**src/rtl/adc_capture_pkg.sv**
```systemverilog
// Shared types and helpers for the ADC capture write sequencer.
// State encoding, default frame marker and sample bit-reverse.
package adc_capture_pkg;

  typedef enum logic [2:0] {
    S_IDLE,
    S_ARM,
    S_TRIG,
    S_HDR,
    S_CAPT,
    S_DRAIN
  } state_e;

  localparam logic [7:0] HDR_DEF = 8'h0A;

  // Board wiring puts ad[0] on the byte MSB.
  function automatic logic [7:0] bitrev8(input logic [7:0] b);
    logic [7:0] r;
    for (int i = 0; i < 8; i++) begin
      r[i] = b[7-i];
    end
    return r;
  endfunction

endpackage

```
**src/rtl/adc_capture_ctrl_sync2.sv**
```systemverilog
// Two-flop synchronizer for the read-domain FIFO empty flag.
// Both flops reset to 0 (FIFO treated as not empty).
module sync2 (
  input  logic clk_i,
  input  logic rst_ni,
  input  logic d_i,
  output logic q_o
);

  logic s1_q;
  logic s2_q;

  always_ff @(posedge clk_i) begin
    if (!rst_ni) begin
      s1_q <= 1'b0;
      s2_q <= 1'b0;
    end else begin
      s1_q <= d_i;
      s2_q <= s1_q;
    end
  end

  assign q_o = s2_q;

endmodule

```
**src/rtl/adc_capture_ctrl.sv**
```systemverilog
// Framed burst writer: header byte + SAMPLES bytes into the ADC FIFO.
// Define ADC_TRIG_EN to gate each frame on a rising trigger level.
module adc_capture_ctrl
  import adc_capture_pkg::*;
#(
  parameter int unsigned SAMPLES = 256,
  parameter logic [7:0]  HEADER  = HDR_DEF,
  parameter int unsigned CNT_W   = 16
) (
  input  logic        ad_clk,
  input  logic        RST_n,
  input  logic        start,
  input  logic        continuous,
  input  logic [11:0] ad,
  input  logic [7:0]  trig_level,
  input  logic        fifo_full,
  input  logic        fifo_empty,
  output logic        fifo_wrreq,
  output logic [7:0]  fifo_data,
  output logic        busy,
  output logic        done,
  output logic        overflow
);

  localparam logic [CNT_W-1:0] LAST =
    CNT_W'(SAMPLES - 1);

  state_e           state_q, state_d;
  logic [CNT_W-1:0] cnt_q, cnt_d;
  logic [7:0]       smp_q;
  logic [7:0]       cur_b;
  logic             empty_s;
  logic             wr_d;
  logic [7:0]       data_d;
  logic             busy_d;
  logic             done_d;
  logic             ovf_d;

  assign cur_b = bitrev8(ad[7:0]);

  sync2 u_sync2 (
    .clk_i  (ad_clk),
    .rst_ni (RST_n),
    .d_i    (fifo_empty),
    .q_o    (empty_s)
  );

`ifdef ADC_TRIG_EN
  logic trig_hit;
  logic unused_ok;
  assign trig_hit  = (smp_q < trig_level) &&
                     (cur_b >= trig_level);
  assign unused_ok = ^ad[11:8];
`else
  logic unused_ok;
  assign unused_ok = ^{ad[11:8], trig_level};
`endif

  always_comb begin
    state_d = state_q;
    cnt_d   = cnt_q;
    unique case (state_q)
      S_IDLE: begin
        if (start) state_d = S_ARM;
      end
      S_ARM: begin
        if (empty_s) begin
`ifdef ADC_TRIG_EN
          state_d = S_TRIG;
`else
          state_d = S_HDR;
`endif
        end
      end
`ifdef ADC_TRIG_EN
      S_TRIG: begin
        if (trig_hit) state_d = S_HDR;
      end
`endif
      S_HDR: begin
        state_d = S_CAPT;
        cnt_d   = '0;
      end
      S_CAPT: begin
        if (cnt_q == LAST) begin
          state_d = S_DRAIN;
        end else begin
          cnt_d = cnt_q + CNT_W'(1);
        end
      end
      S_DRAIN: begin
        if (empty_s) begin
          state_d = continuous ? S_ARM : S_IDLE;
        end
      end
      default: state_d = S_IDLE;
    endcase
  end

  // Outputs are registered from the state being entered,
  // so the strobe lines up with the HDR/CAPT cycles.
  always_comb begin
    wr_d   = 1'b0;
    data_d = fifo_data;
    done_d = 1'b0;
    ovf_d  = overflow;
    if (state_q == S_IDLE && start) ovf_d = 1'b0;
    if (state_d == S_HDR) begin
      data_d = HEADER;
    end else if (state_d == S_CAPT) begin
      data_d = smp_q;
    end
    if (state_d == S_HDR || state_d == S_CAPT) begin
      if (fifo_full) ovf_d = 1'b1;
      else           wr_d  = 1'b1;
    end
    if (state_q == S_DRAIN && empty_s) done_d = 1'b1;
    busy_d = (state_d != S_IDLE) || done_d;
  end

  always_ff @(posedge ad_clk) begin
    if (!RST_n) begin
      state_q    <= S_IDLE;
      cnt_q      <= '0;
      smp_q      <= '0;
      fifo_wrreq <= 1'b0;
      fifo_data  <= '0;
      busy       <= 1'b0;
      done       <= 1'b0;
      overflow   <= 1'b0;
    end else begin
      state_q    <= state_d;
      cnt_q      <= cnt_d;
      smp_q      <= cur_b;
      fifo_wrreq <= wr_d;
      fifo_data  <= data_d;
      busy       <= busy_d;
      done       <= done_d;
      overflow   <= ovf_d;
    end
  end

endmodule
```
**config.mk**
```make
export PLATFORM = sky130hd
export DESIGN_NAME = adc_capture_ctrl
export DESIGN_NICKNAME = d
export VERILOG_FILES = /design/src/rtl/adc_capture_pkg.sv /design/src/rtl/adc_capture_ctrl_sync2.sv /design/src/rtl/adc_capture_ctrl.sv
export SDC_FILE = /design/constraint.sdc
export NUM_CORES = 1
export LEC_CHECK = 0
export CAP_MARGIN = 20
export CORE_MARGIN = 2
export CORE_UTILIZATION = 50
export DETAILED_ROUTE_END_ITERATION = 7
export PLACE_DENSITY = 0.78
export SETUP_SLACK_MARGIN = 0.2
export SLEW_MARGIN = 20
export SYNTH_ARGS = -nofsm -noshare
export SYNTH_HDL_FRONTEND = slang
export SYNTH_HIERARCHICAL = 1
export SYNTH_SLANG_ARGS = --single-unit
```
**constraint.sdc**
```tcl
create_clock -name ad_clk -period 1.8 [get_ports ad_clk]
set_input_delay 0.36 -clock ad_clk [delete_from_list [all_inputs] [get_ports ad_clk]]
set_output_delay 0.36 -clock ad_clk [all_outputs]
set_load 0.01 [all_outputs]
```
=== Word level (Yosys, flattened, before mapping) ===
Cells that the tools add are included.

* $add $sub $neg: 1
* Equal/unequal tests: 8
* Mux-type cells: 15
* Bitwise operators: 1
* Reductions and logical operators: 11

{| class="wikitable"
|+ Operator list
! kind !! count
|-
| case mux 16 bit (2 select lines) || 1
|-
| adder 16 x 1 -> 16 bit, second input constant || 1
|-
| == test 16 x 8 -> 1 bit, second input constant || 1
|-
| 2-to-1 mux 16 bit || 1
|-
| case mux 3 bit (5 select lines) || 1
|-
| 2-to-1 mux 3 bit || 4
|-
| == test 3 bit, second input constant || 3
|-
| 2-to-1 mux 4 bit || 2
|-
| == test 3 x 2 -> 1 bit, second input constant || 2
|-
| 2-to-1 mux 1 bit || 6
|-
| AND reduction 2 bit || 2
|-
| nonzero test 2 bit || 2
|-
| == test 3 x 1 -> 1 bit, second input constant || 1
|-
| logical NOT 3 bit || 1
|-
| nonzero test 3 bit || 1
|-
| logical AND 1 bit || 2
|-
| logical OR 1 bit || 2
|-
| inequality test 2 bit, second input constant || 1
|-
| OR reduction 2 bit || 1
|-
| NOT 1 bit || 1
|}

* Register bits: 41
* Input bits: 26
* Output and inout bits: 12
* Word-level logic and storage cells: 47

=== Logic depth before layout (Yosys ltp) ===
Gate-level depths: netlist (run 1).

* Depth after elaboration: 6
* Depth in mapped cells: 7
* Depth with buffers taken out: 5

=== Cells and area by module ===
The synthesis (run 1) kept the hierarchy.

{| class="wikitable"
|+ By module, submodules not included
! module !! times used !! cells each !! area an instance (um^2) !! sequential area each (um^2)
|-
| adc_capture_ctrl || 1 || 198 || 1804.2 || 780.7
|-
| sync2 || 1 || 4 || 52.6 || 40.0
|}

=== Worst setup path after synthesis (run 1) ===
OpenSTA, ideal clock, no wires.

* Path kind: register to register
* Start point: register cnt_q[0]
* End point: register overflow
* Setup time: 0.123 ns
* Arrival: 1.524 ns
* Data required time: 1.677 ns
* Slack: 0.153 ns
* Cell stages (with the launch flop): 7
* Path buffers: 1
* Period minus slack after synthesis: 1.647 ns
* Cell sequence: dfxtp_1 ha_1 and3_1 nand4_1 buf_2 a2111oi_4 nor2_1

* Cells in the longest elaborated chain, start to end: 6
* Elaborated cells between the ends (all ways): 7
* Classes of those cells: eq/ne: 3; mux: 3; reduce/logical: 1

{| class="wikitable"
|+ RTL lines
! what !! RTL line !! text
|-
| from (decl) || adc_capture_ctrl.sv:29 || <nowiki>logic [CNT_W-1:0] cnt_q, cnt_d;</nowiki>
|-
| from (signal assigned) || adc_capture_ctrl.sv:133 || <nowiki>cnt_q <= cnt_d;</nowiki>
|-
| == test 16 x 8 -> 1 bit (*) || adc_capture_ctrl.sv:85 || <nowiki>if (cnt_q == LAST) begin</nowiki>
|-
| 2-to-1 mux 3 bit (*) || adc_capture_ctrl.sv:85 ||
|-
| case mux 3 bit (5 select lines) (*) || adc_capture_ctrl.sv:62 || <nowiki>unique case (state_q)</nowiki>
|-
| == test 3 x 2 -> 1 bit or == test 3 bit (tied branches) || adc_capture_ctrl.sv:113 || <nowiki>if (state_d == S_HDR || state_d == S_CAPT) begin</nowiki>
|-
| logical OR 1 bit (*) || adc_capture_ctrl.sv:113 ||
|-
| 2-to-1 mux 1 bit (*) || adc_capture_ctrl.sv:113 ||
|-
| to (signal assigned) || adc_capture_ctrl.sv:139 || <nowiki>overflow <= ovf_d;</nowiki>
|-
| to (decl) || adc_capture_ctrl.sv:22 || <nowiki>output logic overflow</nowiki>
|}

Mark *: on every way between the ends. The rest lies on a longest branch, timed or not.
A chain may end at the register's enable or synchronous reset.

=== Final worst setup path (run 1) ===
* Start point: register cnt_q[1]
* End point: register state_q[0]

* Cells in the longest elaborated chain, start to end: 3

{| class="wikitable"
|+ RTL lines
! what !! RTL line !! text
|-
| == test 16 x 8 -> 1 bit || adc_capture_ctrl.sv:85 ||
|-
| 2-to-1 mux 3 bit || adc_capture_ctrl.sv:85 ||
|-
| case mux 3 bit (5 select lines) || adc_capture_ctrl.sv:62 ||
|-
| to (signal assigned) || adc_capture_ctrl.sv:132 || <nowiki>state_q <= state_d;</nowiki>
|-
| to (decl) || adc_capture_ctrl.sv:28 || <nowiki>state_e state_q, state_d;</nowiki>
|}

No other way between the ends.

==> results of run 1 <==
-- layout by cell type (no fill, tap or decap), types with 6 or more instances in the layout --
| cell type | n |
|---|---|
| sky130_fd_sc_hd__dfxtp_1 | 28 |
| sky130_fd_sc_hd__buf_4 | 27 |
| sky130_fd_sc_hd__clkdlybuf4s50_1 | 22 |
| sky130_fd_sc_hd__and2_1 | 17 |
| sky130_fd_sc_hd__o21ai_0 | 14 |
| sky130_fd_sc_hd__dfxtp_2 | 13 |
| sky130_fd_sc_hd__a21oi_1 | 12 |
| sky130_fd_sc_hd__nand3_1 | 12 |
| sky130_fd_sc_hd__nand4_1 | 11 |
| sky130_fd_sc_hd__or3_1 | 10 |
| sky130_fd_sc_hd__clkbuf_8 | 7 |
| sky130_fd_sc_hd__inv_1 | 6 |
| sky130_fd_sc_hd__nor2_1 | 6 |
| sky130_fd_sc_hd__nand4b_1 | 6 |
| sky130_fd_sc_hd__a32oi_1 | 6 |
| sky130_fd_sc_hd__nand2_1 | 6 |
-- layer usage --
metal / track usage [%] / vias up
met4: 9.04 / 0
met2: 37.4 / 50
met1: 25.3 / 831
met5: 0 / -
met3: 4.69 / 6
li1: - / 857
-- cell usage after synthesis, types with 2 or more instances --
master	number	share of area (%)
sky130_fd_sc_hd__dfxtp_1	41	44
sky130_fd_sc_hd__o21ai_0	14	3.8
sky130_fd_sc_hd__clkbuf_1	2	0.40
sky130_fd_sc_hd__a211oi_1	3	1.2
sky130_fd_sc_hd__a2111oi_0	2	0.94
sky130_fd_sc_hd__nand4b_1	6	2.8
sky130_fd_sc_hd__and2_1	17	5.7
sky130_fd_sc_hd__nand4_1	11	3.7
sky130_fd_sc_hd__nor3_1	2	0.54
sky130_fd_sc_hd__nor4_1	2	0.67
sky130_fd_sc_hd__inv_1	6	1.2
sky130_fd_sc_hd__a21oi_1	15	4.0
sky130_fd_sc_hd__nor2_1	6	1.2
sky130_fd_sc_hd__nand2_1	6	1.2
sky130_fd_sc_hd__and3_1	2	0.67
sky130_fd_sc_hd__and4_1	2	0.94
sky130_fd_sc_hd__buf_2	6	1.6
sky130_fd_sc_hd__a32oi_1	6	2.8
sky130_fd_sc_hd__o22ai_1	2	0.67
sky130_fd_sc_hd__buf_4	4	1.6
sky130_fd_sc_hd__nand3_1	12	3.2
sky130_fd_sc_hd__or3_1	13	4.4
-- flip-flops by register name, summed over array words and instances (netlist names) --
register	count
done	1
smp_q	8
u_sync2/q_o	1
cnt_q	16
fifo_wrreq	1
overflow	1
fifo_data	8
busy	1
u_sync2/s1_q	1
state_q	3
-- cell families after synthesis --
group | Yosys count | synth area share [%]
flops | 41 | 44.2
buf+inv | 20 | 5.66
mux | 1 | 0.539
simple gates | 90 | 31.1
xor+xnor | 1 | 0.472
compound gates | 48 | 17.3
fa+ha+maj | 1 | 0.674
-- metrics by stage --
step | setup WS (ns) | instances | cell area (um^2)
6_report | 0.184 | 301 | 2610
5_1_grt | 0.133 | 301 | 2610
4_1_cts | 0.161 | 296 | 2430
3_5_place_dp | 0.0728 | 283 | 2250
3_3_place_gp | 0.116 | 283 | 2250
2_1_floorplan | 0.218 | 202 | 1870
-- power by group through the flow --
| stage | combinational, mW | clock [mW] | sequential, mW |
|---|---|---|---|
| final | 0.117 | 0.659 | 0.941 |
| after global routing | 0.128 | 0.714 | 0.942 |
| after CTS | 0.107 | 0.667 | 0.938 |
| after detailed placement | 0.104 | 0 | 0.959 |
| after global placement | 0.102 | 0 | 0.959 |
| after floorplan | 0.0523 | 0 | 0.955 |
-- final timing paths --
path	startpoint	endpoint	slack [ns]
setup / recovery	cnt_q[1]	state_q[0]	0.18
hold reg to reg	u_sync2/s1_q	u_sync2/q_o	0.44
hold / removal	u_sync2/s1_q	u_sync2/q_o	0.44
setup reg to reg	cnt_q[1]	state_q[0]	0.18
-- layout make-up --
class / count / area (um^2)
Multi-Input combinational cell: 141 / 1070
Fill cell: 274 / 993
Sequential cell: 41 / 837
Timing Repair Buffer: 56 / 514
Clock buffer: 7 / 96.3
Tap cell: 48 / 60.1
Inverter: 7 / 26.3
Clock inverter: 1 / 5.00
-- what timing repair did --
action / 4_1_cts / 5_1_grt
endpoints found under the setup margin: 20 / 28
buffers inserted: 5 / 4
hold endpoints to repair: 0 / 0
cloned: 0 / 1
pin swaps: 3 / 14
gates resized for setup: 9 / 35
-- critical path, cell delays in order, from the launching register on --
cell                        delay, ns
sky130_fd_sc_hd__dfxtp_2         0.36
sky130_fd_sc_hd__ha_4            0.13
sky130_fd_sc_hd__and3_4          0.21
sky130_fd_sc_hd__and4_4          0.28
sky130_fd_sc_hd__o21ai_1         0.08
sky130_fd_sc_hd__a2111oi_1       0.41
==> results, run 1 <==
- The clock period could shrink to 1.62 ns.
- At the end of the flow, the number of nets in the layout was between 200 and 300.
- The post-detailed-route via-to-cell ratio is 5.79.
- The share of total power in the clock network is approximately two fifths.
- The H-tree depth is 2.
- The classification of the worst-slack hold path is reg -> reg.
- The antenna cell count is 0.
- The first TritonRoute pass finished after 4 iterations.
- For this configuration, the core starts out at a cell density of between 50% and 60%.
- The peak supply drop is ~460 uV.
- The number of buffers inserted by hold repair at cts is 0.
- The number of hold violations in the final report is 0.
- The flip-flop and latch count after synthesis is 41.
- Row generation in the floorplan step produced 22 rows.
- The relative contribution of sequential cells to total power is around 55%.
- The leakage power summed over all cells is between 1 and 1.5 nW.
- The number of different library cells in the post-synthesis netlist is between 40 and 50.
- The worst setup path is launched from a register.
- The CTS buffer count is 5.
- The cell area that synthesis handed to floorplanning was ~1900 um^2.
- For this block, wires on met1 add up to between 1500 and 2000 um.
- The category of the critical setup timing path is reg -> reg.
- The number of cells on the worst reg-to-reg path is 5.
- Across the run, the number of max-cap violations was 0.
- Overall power consumption after layout is estimated at ~1.7 mW.
- Along the worst hold path, the cell count comes to 1.
- The detailed router finished its first iteration with 44 violations.
- For this design the top-level I/O count stands at 38.
- The clock slew seen by the registers of the worst setup and hold paths is 0.08 ns.
- Summed over all nets, the half-perimeter wirelength after detailed placement is approximately 2700 um.
- The number of nets in the synthesized netlist is around 230.
- In this run the horizontal extent of the chip is roughly 65 um.
- The worst setup skew after layout is around 0.0095 ns.
- In the global route stage, overall resource usage came out at roughly 21%.
- The highest routing layer actually used is met4.
- The first global-routing pass estimated ~7100 um of wire.
- In this run the power density over the cells is roughly 660 nW/um^2.
- The maximum net fanout on the critical path is 6.
- The die area is about 4200 um^2.
- The detailed-route wire length is between 4000 and 5000 um.
- The number of antenna violations at the first check in global routing is 0.
- In the detailed route, the total length drawn on met3 is approximately 180 um.
- The placer congestion estimate is around 0.80.
- Derived from the worst setup path, the maximum achievable clock frequency is 619 MHz.
- The sequential fraction of the synthesis area is 44.2%.
- In the final timing run, aggregate negative setup slack is 0 ns.
- Clock latency on the worst-skew pair, taken at its later pin, is just under 0.3 ns.
- TritonCTS built the clock tree.
- The fraction of synthesis flops using an asynchronous set or reset pin is 0%.
- Measured against its own limit, the worst slew margin works out to between 70% and 80%.
- Setup repair after global routing could not meet its margin everywhere.
- The number of remaining DRC errors is 0.
- The internal cell power is between 1 and 1.5 mW.
- The slew at the pin with the worst max-slew slack is roughly 0.35 ns.
- The quantity of I/O buffers inserted on ports is 25.
- For this design the total switching power over the nets is between 300 and 400 uW.
- The placeable core area is ~3600 um^2.
- The switching fraction of total power is ~22%.
- The total vias in the final route is ~1700.
- The synthesis-to-finish area growth is 40.7%.
- Entering global routing, the biggest net connects 19 pins.
- Counting every sink on the clock net gives around 40.
- The average routed wire per standard cell is approximately 15 um.
- The vertical die dimension is between 60 and 70 um.
- The number of synthesized flops with an enable pin is 0.
- The met2 wire length is 2410 um.
- The proportion of layout cells with a drive suffix above 1 is a little under a third.
- In this run the mean area of a mapped cell was between 9 and 10 um^2.
- The run finished with clean final reports.
- After global routing the overflow that remains totals 0.
- The library cell used as clock root buffer is sky130_fd_sc_hd__clkbuf_8.
- Across all hold checks on the routed design, the worst slack comes to 0.442 ns.
- The number of global-route vias before repair is 1641.
- The number of setup violations in the final report is 0.
- The number of slew-limit violations in the final report is 0.
- Among all flip-flop cells after synthesis, the most frequent one is sky130_fd_sc_hd__dfxtp_1.
- Dividing the final minimum period by the clock period gives roughly nine tenths.
- The critical path capture point type is a register.
- The number of routed nets with antenna violations is 0.
- During synthesis, Yosys emitted a total of 6 warnings.
- Synthesis handed over a netlist of 202 instances.
- For the worst setup path, the data required time is around 2.0 ns.
- The number of buffers on the longest clock path is 2.
- The share of power burned in combinational logic is slightly below 7%.
- At the worst endpoint, the arrival time is between 1.5 and 2 ns.
- For this run, the share of the core covered by cells in the final layout is between 70 and 80%.
Note: power is estimated with default switching activity, not from simulation.
==> run 2: changes to the inputs <==
--- a/config.mk
+++ b/config.mk
@@ -5,11 +5,12 @@
 export SDC_FILE = /design/constraint.sdc
 export NUM_CORES = 1
 export LEC_CHECK = 0
+export ABC_AREA = 1
 export CAP_MARGIN = 20
 export CORE_MARGIN = 2
-export CORE_UTILIZATION = 50
+export CORE_UTILIZATION = 51
 export DETAILED_ROUTE_END_ITERATION = 7
-export PLACE_DENSITY = 0.78
+export PLACE_DENSITY = 0.79
 export SETUP_SLACK_MARGIN = 0.2
 export SLEW_MARGIN = 20
 export SYNTH_ARGS = -nofsm -noshare
==> run 2 against run 1 <==
Compared with the run above: non-clock buffer count decreased by 20; critical endpoint is now fifo_data[0]; clock power decreased by 9.3%; maximum frequency increased by 4.4%; wire length decreased by 11%; power decreased by 4.9%; count of clock-buffer cells in the layout decreased by 1.
==> results, run 2 <==
- Result of the run: finished clean (unchanged).
- The area of placed instances is 2260 um^2 (was 2250 um^2).
- The wire length of the first global-routing pass is 6820 um (was 7130 um).
- The category of the critical setup timing path was reg -> out (was reg -> reg).
- The number of routed nets with antenna violations came to 0 (unchanged).
- The detailed-route wire length is 4070 um (was 4590 um).
- The standard-cell row count came to 22 (unchanged).
- The classification of the worst-slack hold path was reg -> reg (unchanged).
- The max-capacitance violation count came to 0 (unchanged).
- The residual overflow from global routing came to 0 (unchanged).
- The sequential fraction of the synthesis area is 42.6% (was 44.2%).
- The flip-flop and latch count after synthesis is 41 (unchanged).
- The biggest cell delay along the critical path is 0.54 ns (was 0.41 ns).
- The number of setup violations in the final report is 0 (unchanged).
- The total power density per cell area came to 692 nW/um^2 (was 657 nW/um^2).
- The number of remaining DRC errors is 0 (unchanged).
- The power after layout is 1.63 mW (was 1.72 mW).
- The main flop type after synthesis is sky130_fd_sc_hd__dfxtp_1 (unchanged).
- The total vias in the final route is 1886 (was 1744).
- The final-layout setup total negative slack is 0 ns (unchanged).
- The average routed wire per standard cell came to 11.1 um (was 15.3 um).
- The quantity of I/O buffers inserted on ports is 25 (unchanged).
- The final non-filler cell area was 2360 um^2 (was 2610 um^2).
- The cell type contributing the most total cell area after synthesis was sky130_fd_sc_hd__dfxtp_1 (unchanged).
- The initial cell density of the core is 53.0% (was 51.5%).
- The most common cell after layout, fill and taps aside was sky130_fd_sc_hd__nand2_1 (was sky130_fd_sc_hd__dfxtp_1).
- The global-route total usage across every layer is 20.6% (was 21.5%).
- The net count reported at finish is 346 (was 279).
- The CTS buffer count came to 5 (unchanged).
- The library cell used as clock root buffer is sky130_fd_sc_hd__clkbuf_8 (unchanged).
- The vertical die dimension was 65.4 um (was 64.9 um).
- The worst min-delay path startpoint is u_sync2/s1_q (unchanged).
- The number of buffers inserted by hold repair at cts is 0 (unchanged).
- The average size of a mapped cell is 6.73 um^2 (was 9.19 um^2).
- The worst setup skew after layout is 0.00530 ns (was 0.00951 ns).
- CP Cell Sequence: clkdlybuf4s50_1 (was ha_4 -> and3_4 -> and4_4 -> o21ai_1 -> a2111oi_1).
- Largest cells by area after synthesis: sky130_fd_sc_hd__dfxtp_1 (43%), sky130_fd_sc_hd__nand2_1 (15%), sky130_fd_sc_hd__nand3_1 (12%), sky130_fd_sc_hd__nor2_1 (6.6%), sky130_fd_sc_hd__inv_1 (6.2%) (was sky130_fd_sc_hd__dfxtp_1 (44%), sky130_fd_sc_hd__and2_1 (5.7%), sky130_fd_sc_hd__or3_1 (4.4%), sky130_fd_sc_hd__a21oi_1 (4.0%), sky130_fd_sc_hd__o21ai_0 (3.8%)).
- The post-detailed-route via-to-cell ratio was 5.13 (was 5.79).
- The clock slew seen by the registers of the worst setup and hold paths is 0.08 ns (about the same).
- The largest net degree at the start of global routing is 24 (was 19).
- The number of buffers on the longest clock path is 2 (unchanged).
- The arrival time at the worst endpoint was 1.19 ns (was 1.78 ns).
- The final worst-path cycle share is 86.0% (was 89.8%).
- The filler cell count was 325 (was 274).
- The post-detailed-placement half-perimeter wirelength is 2920 um (was 2710 um).
- The width of the chip is 65.4 um (was 64.9 um).
- The portion of synthesized cell area occupied by the leading cell type came to 42.6% (was 44.2%).
- The kind of cell with the highest combined delay on the critical path is buffers and inverters (was simple AND/OR/NAND/NOR gates).
- The leakage power summed over all cells came to 0.962 nW (was 1.01 nW).
- The maximum operating frequency came to 646 MHz (was 619 MHz).
- The number of warning messages in the yosys log is 6 (unchanged).
- The number of flip-flops under the largest register name is 16 (unchanged).
- The number of antenna violations at the first check in global routing is 0 (unchanged).
- The worst path required time is 1.44 ns (was 1.97 ns).
- The placer congestion estimate came to 0.891 (was 0.801).
- The H-tree depth is 2 (unchanged).
- The proportion of layout cells with a drive suffix above 1 is 8.44% (was 30.8%).
- The library cell contributing the largest single delay on the critical path is sky130_fd_sc_hd__clkdlybuf4s50_1 (was sky130_fd_sc_hd__a2111oi_1).
- The launch point of the worst reg-to-reg path is cnt_q[1] (unchanged).
- The TritonCTS clock tree is done (unchanged).
- The relative slew slack is 80.3% (was 76.7%).
- The time the worst path needs with I/O delays and setup is 1.55 ns (was 1.62 ns).
- The number of DRC markers after the initial detailed-route iteration was 74 (was 44).
- Ranking of synthesized cells by instance count: sky130_fd_sc_hd__nand2_1 (75), sky130_fd_sc_hd__nand3_1 (46), sky130_fd_sc_hd__dfxtp_1 (41) (was sky130_fd_sc_hd__dfxtp_1 (41), sky130_fd_sc_hd__and2_1 (17), sky130_fd_sc_hd__a21oi_1 (15)).
- The placeable core area came to 3630 um^2 (was 3610 um^2).
- The number of global-route vias before repair came to 1591 (was 1641).
- The number of hold violations in the final report is 0 (unchanged).
- The synthesized instance count was 286 (was 202).
- RSZ-0062 raised after global routing: false (was true).
- The peak supply drop is 498 uV (was 458 uV).
- The antenna cell count is 0 (unchanged).
- The number of different library cells in the post-synthesis netlist is 21 (was 44).
- The critical path capture point type was an output pin (was register).
- The cell with the most instances after synthesis is sky130_fd_sc_hd__nand2_1 (was sky130_fd_sc_hd__dfxtp_1).
- The startpoint of the worst setup timing path is fifo_data[0] (was cnt_q[1]).
- The critical path launch point type is a register (unchanged).
- The clock latency reported for the late side of the worst-skew pair is 0.29 ns (about the same).
- The maximum net fanout on the critical path was 2 (was 6).
- The number of buffers and inverters on the critical path was 1 (was 0).
- The fraction of synthesis flops using an asynchronous set or reset pin is 0% (unchanged).
- The die area is 4280 um^2 (was 4220 um^2).
- The slew at the pin with the worst max-slew slack is 0.294 ns (was 0.349 ns).
- The detailed-routing iteration count for the pre-antenna-repair pass is 4 (unchanged).
- The cell area after technology mapping was 1930 um^2 (was 1860 um^2).
- The number of slew-limit violations in the final report is 0 (unchanged).
- Leading registers by flop count: cnt_q (16), fifo_data (8), smp_q (8) (unchanged).
- The number of synthesized flops with an enable pin is 0 (unchanged).
- The synthesis-to-finish area growth is 22.5% (was 40.7%).
- The synthesized netlist net count is 313 (was 229).
- The number of ports placed on the die boundary is 38 (unchanged).
- Commonest cells after routing, fill and taps aside: sky130_fd_sc_hd__nand2_1 (75), sky130_fd_sc_hd__nand3_1 (46), sky130_fd_sc_hd__dfxtp_1 (40) (was sky130_fd_sc_hd__dfxtp_1 (28), sky130_fd_sc_hd__buf_4 (27), sky130_fd_sc_hd__clkdlybuf4s50_1 (22)).
- The TritonCTS sink count is 41 (unchanged).
- The register with the most flip-flops is cnt_q (unchanged).
## run 2: changes by cell type after synthesis, moves of 8 or more
cell and change:
sky130_fd_sc_hd__nand2_1 +69, sky130_fd_sc_hd__and2_1 -17, sky130_fd_sc_hd__a21oi_1 +8, sky130_fd_sc_hd__nor2_1 +28
sky130_fd_sc_hd__o21ai_0 -12, sky130_fd_sc_hd__or3_1 -13, sky130_fd_sc_hd__nand3_1 +34, sky130_fd_sc_hd__inv_1 +26
## run 2: repair_timing
| item | in CTS | in global routing |
|---|---|---|
| endpoints found under the setup margin | 0 | 24 |
| resized for setup | 0 | 4 |
| hold endpoints to repair | 0 | 0 |
| setup buffers | 0 | 0 |
## run 2: report_power, final
group	switching [mW]	total [mW]	internal, mW
combinational	0.0477	0.100	0.0526
clock	0.325	0.598	0.273
sequential	0.00760	0.933	0.926
total	0.381	1.63	1.25
## run 2: cell type report
cell class	instances	area, um^2	area share [%]
clock buffer	6	72.6	3.08
clock inverter	2	15.0	0.637
inverter	34	128	5.41
multi-input combinational	201	921	39.0
sequential	41	822	34.9
tap	48	60.1	2.55
timing repair buffer	36	340	14.4
## run 2: layer usage
metal	up-vias	wire length [um]	track usage (%)
met2	53	1990	35.6
met1	857	1860	24.9
met5	-	0	0
li1	976	-	-
met4	0	0	5.99
met3	0	217	5.65
## run 2: kinds of logic after synthesis
logic type,after synthesis,share of synthesized area [%]
xor+xnor,1,0.455
fa+ha+maj,1,0.650
simple gates,169,38.0
buf+inv,44,9.81
compound gates,30,8.45
flops,41,42.6
## run 2: stage by stage
| step | instances | worst slack [ns] | hold slack, ns | utilization, % |
|---|---|---|---|---|
| after floorplan | 286 | 0.295 | 0.390 | - |
| after global placement | 360 | 0.325 | 0.394 | 62.1 |
| after detailed placement | 360 | 0.275 | 0.397 | 62.1 |
| after CTS | 368 | 0.247 | 0.420 | 64.5 |
| after global routing | 368 | 0.208 | 0.444 | 64.9 |
| final | 368 | 0.253 | 0.418 | 64.9 |
## run 2: final timing paths
path                            slack [ns]  cells past startpoint      endpoint
worst max-delay path                  0.25                      1  fifo_data[0]
worst min-delay path                  0.42                      2   u_sync2/q_o
worst max register to register        0.34                      8  fifo_data[6]
worst min register to register        0.42                      2   u_sync2/q_o
## run 2: tightest hold or removal path, stage by stage (launching register included)
cell and delay, ns:
sky130_fd_sc_hd__dfxtp_1 0.31, sky130_fd_sc_hd__nand2_1 0.04, sky130_fd_sc_hd__inv_1 0.04
==> run 3: changes to the inputs <==
--- a/config.mk
+++ b/config.mk
@@ -11,6 +11,7 @@
 export CORE_UTILIZATION = 51
 export DETAILED_ROUTE_END_ITERATION = 7
 export PLACE_DENSITY = 0.79
+export REMOVE_ABC_BUFFERS = 1
 export SETUP_SLACK_MARGIN = 0.2
 export SLEW_MARGIN = 20
 export SYNTH_ARGS = -nofsm -noshare
==> run 3 against run 2 <==
Compared with the run above: global-route usage up 0.43 points; count of clock-buffer cells in the layout unchanged; maximum frequency down 0.43%; utilization up 1.4 points; flip-flop and latch count unchanged; first-iteration DRC count up 26%; combinational power down 5%; via count down 0.80%; critical path type unchanged; final cell count up 0.27%.
==> results, run 3 (synthesis results as in run 2) <==
- The residual overflow from global routing came to 0 (unchanged).
- The final worst-path cycle share is 86.3% (was 86.0%).
- The detailed-route wire length came to 4040 um (was 4070 um).
- The number of cells on the worst hold path was 2 (unchanged).
- The antenna cell count was 0 (unchanged).
- RSZ-0062 raised after global routing: true (was false).
- The peak supply drop is 613 uV (was 498 uV).
- The worst setup skew after layout came to 0.00647 ns (was 0.00530 ns).
- Commonest cells after routing, fill and taps aside: sky130_fd_sc_hd__nand2_1 (75), sky130_fd_sc_hd__nand3_1 (45), sky130_fd_sc_hd__dfxtp_1 (37) (was sky130_fd_sc_hd__nand2_1 (75), sky130_fd_sc_hd__nand3_1 (46), sky130_fd_sc_hd__dfxtp_1 (40)).
- The category of the critical setup timing path is reg -> out (unchanged).
- The number of antenna violations at the first check in global routing came to 0 (unchanged).
- The TritonCTS sink count came to 41 (unchanged).
- The placer congestion estimate is 0.855 (was 0.891).
- Leading registers by flop count: cnt_q (16), fifo_data (8), smp_q (8) (unchanged).
- The critical path launch point type is a register (unchanged).
- The number of setup violations in the final report is 0 (unchanged).
- The number of routed nets with antenna violations came to 0 (unchanged).
- The wire length of the first global-routing pass is 6950 um (was 6820 um).
- The vertical die dimension was 65.4 um (unchanged).
- The standard-cell row count was 22 (unchanged).
- The maximum net fanout on the critical path came to 2 (unchanged).
- The number of buffers on the longest clock path is 2 (unchanged).
- The final-layout setup total negative slack is 0 ns (unchanged).
- The TritonCTS clock tree is done (unchanged).
- The critical path capture point type is an output pin (unchanged).
- The maximum operating frequency was 643 MHz (was 646 MHz).
- The most common cell after layout, fill and taps aside is sky130_fd_sc_hd__nand2_1 (unchanged).
- The number of slew-limit violations in the final report is 0 (unchanged).
- The clock latency reported for the late side of the worst-skew pair is 0.30 ns (was 0.29 ns).
- The clock slew seen by the registers of the worst setup and hold paths came to 0.08 ns (about the same).
- The number of ports placed on the die boundary is 38 (unchanged).
- The CTS buffer count is 5 (unchanged).
- The library cell used as clock root buffer is sky130_fd_sc_hd__clkbuf_8 (unchanged).
- The worst path required time is 1.44 ns (about the same).
- CP Cell Sequence: clkdlybuf4s50_1 (unchanged).
- The library cell contributing the largest single delay on the critical path is sky130_fd_sc_hd__clkdlybuf4s50_1 (unchanged).
- The biggest cell delay along the critical path came to 0.54 ns (about the same).
- The kind of cell with the highest combined delay on the critical path was buffers and inverters (unchanged).
- The setup slack after placement came to 0.164 ns (was 0.275 ns).
- The relative slew slack is 79.7% (was 80.3%).
- The post-detailed-placement half-perimeter wirelength came to 2910 um (was 2920 um).
- The number of buffers and inverters on the critical path was 1 (unchanged).
- The synthesis-to-finish area growth is 25.1% (was 22.5%).
- The net count reported at finish is 347 (was 346).
- The number of flip-flops under the largest register name is 16 (unchanged).
- The total power density per cell area is 736 nW/um^2 (was 692 nW/um^2).
- The max-capacitance violation count is 0 (unchanged).
- The register with the most flip-flops is cnt_q (unchanged).
- The depth of the worst register-to-register path is 8 (unchanged).
- The filler cell count is 328 (was 325).
- The width of the chip is 65.4 um (unchanged).
- The H-tree depth is 2 (unchanged).
- The average routed wire per standard cell is 11.0 um (was 11.1 um).
- The number of hold violations in the final report came to 0 (unchanged).
- The total stage count of the critical path was 1 (unchanged).
- The time the worst path needs with I/O delays and setup is 1.55 ns (about the same).
- The number of remaining DRC errors is 0 (unchanged).
- The detailed-routing iteration count for the pre-antenna-repair pass is 6 (was 4).
- The number of DRC markers after the initial detailed-route iteration was 93 (was 74).
- The placeable core area is 3630 um^2 (unchanged).
- The global-route total usage across every layer was 21.0% (was 20.6%).
- The die area is 4280 um^2 (unchanged).
- The classification of the worst-slack hold path is reg -> reg (unchanged).
- The proportion of layout cells with a drive suffix above 1 is 10.6% (was 8.44%).
- The slew at the pin with the worst max-slew slack is 0.304 ns (was 0.294 ns).
- The initial cell density of the core is 53.0% (unchanged).
- The quantity of I/O buffers inserted on ports is 25 (unchanged).
- The smallest setup slack after layout is 0.246 ns (was 0.253 ns).
- Result of the run: finished clean (unchanged).
- The arrival time at the worst endpoint was 1.19 ns (about the same).
- The post-detailed-route via-to-cell ratio is 5.07 (was 5.13).
- The number of global-route vias before repair is 1656 (was 1591).
- The leakage power summed over all cells is 0.982 nW (was 0.962 nW).
- The total vias in the final route is 1871 (was 1886).
- The largest net degree at the start of global routing was 17 (was 24).
-- run 3: cell count changes in the layout (fill, tap and decap cells not counted), sizes merged --
cell | previous run | this run
clkinv | 0 | 1
bufinv | 0 | 1
buf | 11 | 12
clkinvlp | 2 | 0
-- run 3: area by class of cell --
cell class                 count  area, um^2  area share [%]
timing repair buffer          37         348            14.4
clock inverter                 2        38.8            1.61
inverter                      34         128            5.30
sequential                    41         826            34.3
clock buffer                   6        72.6            3.01
tap                           48        60.1            2.49
multi-input combinational    201         936            38.9
-- run 3: metrics by stage --
step                      hold slack (ns)  instance area [um^2]  util, %  power (mW)  instances
final                               0.421                  2410     66.3        1.77        369
after global routing                0.454                  2410     66.3        1.85        369
after CTS                           0.424                  2370     65.3        1.78        367
after detailed placement            0.403                  2250     61.9        1.05        359
after global placement              0.395                  2250     61.9        1.05        359
after floorplan                     0.390                  1860        -       0.993        276
-- run 3: worst min-delay path: cells and delay by family, from the launching register on --
| family | cells | cell delay (ns) |
|---|---|---|
| buffers and inverters | 1 | 0.04 |
| flip-flops | 1 | 0.32 |
| AND/OR/NAND/NOR | 1 | 0.05 |
-- run 3: path summary, 6_finish.rpt --
kind	startpoint	endpoint	slack, ns
worst max-delay path	fifo_data[3]	fifo_data[3]	0.25
worst min-delay path	u_sync2/s1_q	u_sync2/q_o	0.42
worst max register to register	cnt_q[1]	cnt_q[12]	0.31
worst min register to register	u_sync2/s1_q	u_sync2/q_o	0.42
-- run 3: power by group --
part / total, mW / switching [mW] / internal [mW]
clock: 0.745 / 0.329 / 0.416
combinational: 0.0952 / 0.0452 / 0.0500
sequential: 0.933 / 0.00740 / 0.925
total: 1.77 / 0.381 / 1.39
-- run 3: repair_timing --
action / CTS / global route
setup endpoints to repair: 20 / 26
hold buffers: 0 / 0
buffers inserted: 0 / 2
pin swaps: 1 / 1
resized for setup: 2 / 9
-- run 3: layer usage --
metal  vias to the layer above  wire [um]  GRT usage [%]
met5                         -          0              0
met2                        51       1960           35.8
met4                         0         49           7.55
met1                       831       1810           24.6
met3                         5        216           6.68
li1                        984          -              -
